<file path="src/rtl/ahbl_arbiter_2.sv">
// ahbl_arbiter_2: two-master AHB-Lite arbiter/multiplexer.
// Address/control is muxed by the address-phase owner and HWDATA by the
// data-phase owner. HRDATA is broadcast to both masters. A requesting
// non-owner is stalled through its own HREADY. Ownership only changes
// when the current owner drives IDLE, so a handover never orphans a
// data phase.
module ahbl_arbiter_2 #(
    parameter int DEFAULT_MASTER = 0
) (
    input  logic        HCLK,
    input  logic        HRESET,
    input  logic [31:0] M0_HADDR,
    input  logic [1:0]  M0_HTRANS,
    input  logic [2:0]  M0_HSIZE,
    input  logic        M0_HWRITE,
    input  logic [31:0] M0_HWDATA,
    output logic        M0_HREADY,
    output logic [31:0] M0_HRDATA,
    input  logic [31:0] M1_HADDR,
    input  logic [1:0]  M1_HTRANS,
    input  logic [2:0]  M1_HSIZE,
    input  logic        M1_HWRITE,
    input  logic [31:0] M1_HWDATA,
    output logic        M1_HREADY,
    output logic [31:0] M1_HRDATA,
    output logic [31:0] HADDR,
    output logic [1:0]  HTRANS,
    output logic [2:0]  HSIZE,
    output logic        HWRITE,
    output logic [31:0] HWDATA,
    input  logic        HREADY,
    input  logic [31:0] HRDATA,
    output logic        HMASTER
);

    localparam logic DEF_MASTER = DEFAULT_MASTER[0];

    typedef struct packed {
        logic [31:0] haddr;
        logic [1:0]  htrans;
        logic [2:0]  hsize;
        logic        hwrite;
    } ahb_ctrl_t;

    ahb_ctrl_t [1:0]        ctrl;
    logic      [1:0][31:0]  wdata;
    logic      [1:0]        req;
    logic      [1:0]        rdy;
    logic                   owner;
    logic                   downer;
    logic                   owner_nxt;

    assign ctrl[0]  = {M0_HADDR, M0_HTRANS, M0_HSIZE, M0_HWRITE};
    assign ctrl[1]  = {M1_HADDR, M1_HTRANS, M1_HSIZE, M1_HWRITE};
    assign wdata[0] = M0_HWDATA;
    assign wdata[1] = M1_HWDATA;

    // NONSEQ/SEQ request; BUSY (01) deliberately counts as no request
    assign req[0] = M0_HTRANS[1];
    assign req[1] = M1_HTRANS[1];

    // Shared-bus muxes: address phase follows owner, write data follows downer
    always_comb begin
        HADDR   = ctrl[owner].haddr;
        HTRANS  = ctrl[owner].htrans;
        HSIZE   = ctrl[owner].hsize;
        HWRITE  = ctrl[owner].hwrite;
        HWDATA  = wdata[downer];
        HMASTER = owner;
    end

    assign M0_HRDATA = HRDATA;
    assign M1_HRDATA = HRDATA;

    // Owner gets the bus ready; a requesting non-owner is held off
    for (genvar m = 0; m < 2; m++) begin : g_rdy
        assign rdy[m] = (owner == 1'(m)) ? HREADY : ~req[m];
    end
    assign M0_HREADY = rdy[0];
    assign M1_HREADY = rdy[1];

    // Handover only when the owner is IDLE and the other master is asking
    always_comb begin
        owner_nxt = owner;
        if (ctrl[owner].htrans == 2'b00 && req[~owner])
            owner_nxt = ~owner;
    end

    // Owner/downer advance only on accepted cycles; wait states freeze both
    always_ff @(posedge HCLK) begin
        if (HRESET) begin
            owner  <= DEF_MASTER;
            downer <= DEF_MASTER;
        end else if (HREADY) begin
            downer <= owner;
            owner  <= owner_nxt;
        end
    end

endmodule

</file>
<file path="config.mk">
export PLATFORM = sky130hd
export DESIGN_NAME = ahbl_arbiter_2
export DESIGN_NICKNAME = d
export VERILOG_FILES = /design/src/rtl/ahbl_arbiter_2.sv
export SDC_FILE = /design/constraint.sdc
export NUM_CORES = 1
export LEC_CHECK = 0
export ABC_CLOCK_PERIOD_IN_PS = 1500
export CORE_AREA = 5 5 119 121
export CTS_BUF_LIST = sky130_fd_sc_hd__clkbuf_8
export CTS_CLUSTER_DIAMETER = 30
export CTS_CLUSTER_SIZE = 28
export DETAILED_ROUTE_END_ITERATION = 6
export DIE_AREA = 0 0 124 126
export DONT_BUFFER_PORTS = 1
export PLACE_DENSITY_LB_ADDON = 0.12
export REMOVE_ABC_BUFFERS = 1
export SLEW_MARGIN = 20
export SYNTH_ARGS = -nofsm -noshare
export SYNTH_HDL_FRONTEND = slang
export SYNTH_SLANG_ARGS = --single-unit
</file>
<file path="constraint.sdc">
create_clock -name HCLK -period 1.5 [get_ports HCLK]
set_input_delay 0.3 -clock HCLK [delete_from_list [all_inputs] [get_ports HCLK]]
set_output_delay 0.3 -clock HCLK [all_outputs]
set_load 0.02 [all_outputs]
</file>
==> impl_metrics.ini, run 1 <==
[outcome]
status = finished, violations left
violations = setup timing

[critical_path]
r2r-end = HMASTER
crit_type = flop to output port
critical_path.slowest_cell = dfxtp_4
end_kind = output port
reg2reg_depth = 3
path_cells = buf_16, mux2_4
crit_start = HMASTER
critical_path_required_ps = 1200
reg2reg_from = HMASTER
reg2reg_slack_ps = 550
critPathMaxFanout = 16
startpoint_type = flop
worst_path_largest_cell_delay_ps = 450
crit_family = flip-flops
critPathArrivalTime_ps = 1230
critPathBufInv = 1

[power]
leakage_nw = 0.628
power_density_mw_per_mm2 = 428
comb_power_share_pct = 62.1
swShare_pct = 40.0
clkPwrFrac_pct = 29.7
p_sw_mw = 0.277
seq_power_share_pct = 8.2
internal_power_mw = 0.416
vdd_ir_drop_max_uv = 148

[floorplanning]
start_util_pct = 13.4
die-width_microns = 124
rows = 42
core_area_sq_mm = 0.0130
fp.dieH_microns = 126
die_area_sq_mm = 0.0156
pin_count = 312

[grt]
use_met2_pct = 10.6
use_met1_pct = 8.25
grt.total_usage_pct = 8.40
grt_pass1_wl_microns = 9040
grt_start_max_net_pins = 19
grt_pass1_vias = 1190
grtUsageMet3_pct = 11.1
globalRouteOverflowTotal = 0
grt.busiest_layer = met3
grt_antenna_before_repair = 0

[sta]
relSlewSlack_pct = 86.3
final-max-slew-violation-count = 0
fin_skew_ps = 0.755
hold_viol = 0
setup_ws_ps = -28.9
clock.fmax_mhz = 654
tightestPinTransition_ps = 205
rsz0062_at_grt = true
post-route-period-util_pct = 102
setup_viol = 32
period_needed_ps = 1530

[logic_synthesis]
netlist_instances = 156
avgSynthCellArea_sq_um = 11.1
yosys_warnings = 0
ys_types = 13
synth_seq_area_share_pct = 2.30
synth_area_sq_mm = 0.00174
ys_seq_elements = 2

[clocking]
path_clk_slew_ps = 30
htreeDepth = 1
cts_tree = yes
cts_buffers = 3
hold_buffers = 0
cts_buffer_depth = 2
post-cts-setup-buffer-count = 0
clock_latency_ps = 200
root_buffer = clkbuf_8
cts_sinks = 2

[final_layout]
synthToLayoutAreaGrowth_pct = -6.91
drive_gt1_share_pct = 88.5
fin_area_sq_mm = 0.00162
diodes = 0
nets = 273
multi_input_area_sq_mm = 0.00111
fillers = 1460
register_area_sq_um = 47.5

[detailed_routing]
detail-route-antenna-nets = 0
wirelength_microns = 8130
routedWlPerCell_microns = 29.9
drt_drc_violations_left = 0
vias = 1033
viasPerCell = 3.80
drt_pass1_iterations = 4
drtIter0Drc = 19

[place]
dp_hpwl_microns = 6820
io_buffers = 0
postPlaceCellArea_sq_mm = 0.00141
pre_cts_slack_ps = 99.9
place_congestion = 0.641

[worst_hold_path]
hp-class = input port to flop
holdPathStages = 1
min-delay-start = HRESET
min_to = downer

[run]
cap_violations = 0
-- worst register-to-register path, delay by kind of cell, from the launching register on --
family                 cells  cell delay, ps
buffers and inverters      1             190
AO/OA/AOI/OAI              1              60
AND/OR/NAND/NOR            1             160
flip-flops                 1             450
-- logic make-up (layout without fill, tap and decap cells) --
group	count (synthesis)	count (layout)	share of synthesized area, %
AO/OA/AOI/OAI	3	3	0.863
buffers and inverters	74	14	35.4
flip-flops	2	2	2.30
multiplexers	72	72	60.1
AND/OR/NAND/NOR	5	5	1.37
-- timing repair --
action	in CTS	in global routing
cloned	2	3
hold endpoints to repair	0	0
setup endpoints to repair	36	30
gates resized for setup	4	8
-- how the worst max path moves through the flow --
stage	endpoint	slack, ps	depth (start not counted)
finish	HADDR[7]	-30	2
global route	HADDR[19]	-70	2
CTS	HADDR[31]	-70	2
detailed placement	HSIZE[0]	100	2
global placement	HSIZE[0]	110	2
floorplan	M1_HREADY	-1130	1
-- flip-flops by register name (all words and copies together), names as in the netlist --
signal   cells
downer       1
HMASTER      1
-- stage by stage --
stage / cells / setup TNS [ps] / util (%) / hold slack [ps] / power (mW)
5_1_grt: 272 / -2340 / 12.5 / 150 / 0.725
3_3_place_gp: 264 / 0 / 10.9 / 367 / 0.479
3_5_place_dp: 264 / 0 / 10.9 / 372 / 0.471
4_1_cts: 269 / -758 / 11.7 / 155 / 0.690
6_report: 272 / -558 / 12.5 / 155 / 0.693
2_1_floorplan: 83 / -60330 / - / 372 / 0.428
-- cells in the final DEF (no fill, tap or decap), types with 2 or more instances in the layout --
cell,n
nor2_1,3
mux2i_1,2
buf_12,2
clkbuf_16,3
mux2_4,69
clkbuf_8,3
buf_16,2
dfxtp_4,2
buf_4,2
a21oi_1,3
-- synth_stat cells --
cell	n	area [sq um]
buf_6	5	56.3
dfxtp_1	2	40.0
nand3b_1	1	7.51
buf_4	64	480
mux2i_1	2	20.0
buf_8	1	15.0
inv_1	1	3.75
nor3_1	1	5.00
mux2_2	7	78.8
nor2_1	3	11.3
buf_12	3	60.1
mux2_4	63	946
a21oi_1	3	15.0
-- power groups by stage --
stage	combinational, mW	clock [mW]	sequential [mW]
floorplan	0.357	0	0.0711
global placement	0.422	0	0.0567
detailed placement	0.414	0	0.0569
CTS	0.424	0.209	0.0567
global route	0.447	0.220	0.0571
finish	0.430	0.206	0.0565
-- routing by layer --
layer | wire, microns | vias to the layer above
met5 | 100 | -
met4 | 37 | 2
met3 | 2430 | 6
met2 | 3100 | 251
met1 | 2470 | 421
li1 | - | 353
-- layout make-up --
class	instances	area share [%]
flip-flops and latches	2	2.94
repair buffers	10	12.4
well taps	176	13.6
multi-input cells	80	68.3
inverters	1	0.232
clock buffers	3	2.55
(Power assumes the default switching activity.)
==> run 2, diff against run 1 <==
Settings changed: SETUP_SLACK_MARGIN set to 0.02.
==> run 2 against run 1 <==
  * The flow still finishes with violations (setup timing)
  * First-iteration DRC count shrank 5.3%
  * Via count grew 1.9%
  * Total power grew 2.2%
  * Final cell count grew 1.5%
  * Clock skew shrank 0.73 ps
  * Critical endpoint is now HADDR[25]
==> impl_metrics.ini, run 2 (synthesized netlist as in run 1, its figures left out) <==
[run]
cap_violations = 0

[final_layout]
final_common_cell = mux2_4
drive_gt1_share_pct = 91.0
instances_no_fill = 276
synthToLayoutAreaGrowth_pct = -1.73
fin_area_sq_mm = 0.00171
multi_input_area_sq_mm = 0.00112
diodes = 0
fillers = 1446
final_cell_mix = mux2_4 (69), buf_12 (6), clkbuf_8 (3), buf_16 (3)
register_area_sq_um = 47.5
nets = 277

[detailed_routing]
vias = 1053
drt_drc_violations_left = 0
routedWlPerCell_microns = 29.8
wirelength_microns = 8220
viasPerCell = 3.82
detail-route-antenna-nets = 0
drt_pass1_iterations = 4
drtIter0Drc = 18

[critical_path]
critPathArrivalTime_ps = 1240
critPathCapture = HADDR[25]
r2r-end = HMASTER
end_kind = output port
critPathMaxFanout = 8
crit_type = flop to output port
startpoint_type = flop
critical_path.slowest_cell = dfxtp_4
crit_start = HMASTER
reg2reg_from = HMASTER
critical_path_required_ps = 1200
reg2reg_depth = 5
reg2reg_slack_ps = 420
path_cells = buf_12, buf_16, mux2_4
worst_path_largest_cell_delay_ps = 420

[outcome]
status = finished, violations left
violations = setup timing

[floorplanning]
rows = 42
pin_count = 312
start_util_pct = 13.4
die-width_microns = 124
core_area_sq_mm = 0.0130
fp.dieH_microns = 126
die_area_sq_mm = 0.0156

[sta]
post-route-period-util_pct = 103
setup_ws_ps = -38.6
hold_viol = 0
rsz0062_at_grt = true
finalSetupTns_ps = -690
setup_viol = 21
fin_skew_ps = 0.0261
tightestPinTransition_ps = 117
final-max-slew-violation-count = 0
period_needed_ps = 1540
clock.fmax_mhz = 650
relSlewSlack_pct = 92.0

[clocking]
clock_latency_ps = 200
hold_buffers = 0
htreeDepth = 1
cts_buffers = 3
cts_tree = yes
root_buffer = clkbuf_8
cts_buffer_depth = 2
cts_sinks = 2
path_clk_slew_ps = 30

[grt]
grt.total_usage_pct = 8.70
grt_start_max_net_pins = 18
globalRouteOverflowTotal = 0
grt_antenna_before_repair = 0
grt_pass1_vias = 1216
grt_pass1_wl_microns = 9330

[place]
placed_cells_incl_taps = 264
postPlaceCellArea_sq_mm = 0.00141
io_buffers = 0
place_congestion = 0.641
dp_hpwl_microns = 6820

[power]
leakage_nw = 0.662
vdd_ir_drop_max_uv = 148
power_density_mw_per_mm2 = 414

[worst_hold_path]
hp-class = input port to flop
-- run 2: through the flow --
step,worst slack [ps],utilization (%),hold slack [ps],power [mW]
2_1_floorplan,-1130,-,372,0.428
3_3_place_gp,112,10.9,367,0.479
3_5_place_dp,99.9,10.9,372,0.471
4_1_cts,-61.7,12.5,155,0.709
5_1_grt,-80.8,13.2,150,0.741
6_report,-38.6,13.2,155,0.708
-- run 2: repair_timing --
item	4_1_cts	5_1_grt
resized for setup	9	10
buffers inserted	2	2
gates cloned	4	2
endpoints found under the setup margin	44	56
pin swaps	0	1
-- run 2: layout make-up --
class                      count  share of cell area (%)
multi-input combinational     80                    65.4
sequential                     2                    2.78
tap                          176                    12.9
clock buffer                   3                    2.42
timing repair buffer          14                    16.3
inverter                       1                   0.220
-- run 2: worst min path at each step --
stage                 from      to  slack (ps)  cells past startpoint
finish              HRESET  downer         150                      1
global route        HRESET  downer         150                      1
CTS                 HRESET  downer         160                      1
detailed placement  HRESET  downer         370                      1
global placement    HRESET  downer         370                      1
floorplan           HRESET  downer         370                      1
-- run 2: power breakdown --
group / internal (mW) / switching, mW / leakage, nW
sequential: 0.0519 / 0.00354 / 0.0178
combinational: 0.207 / 0.240 / 0.623
clock: 0.169 / 0.0363 / 0.0216
-- run 2: routing by layer --
metal / vias up / track usage (%) / wire, microns
met5: - / 6.58 / 100
met3: 6 / 11.1 / 2420
met2: 249 / 11.2 / 3160
li1: 360 / - / -
met1: 436 / 8.55 / 2500
met4: 2 / 0.902 / 37
-- run 2: worst max-delay path: cells and delay by family, from the launching register on --
| kind | cells | cell delay [ps] |
|---|---|---|
| multiplexers | 1 | 340 |
| buffers and inverters | 2 | 270 |
| flip-flops | 1 | 420 |
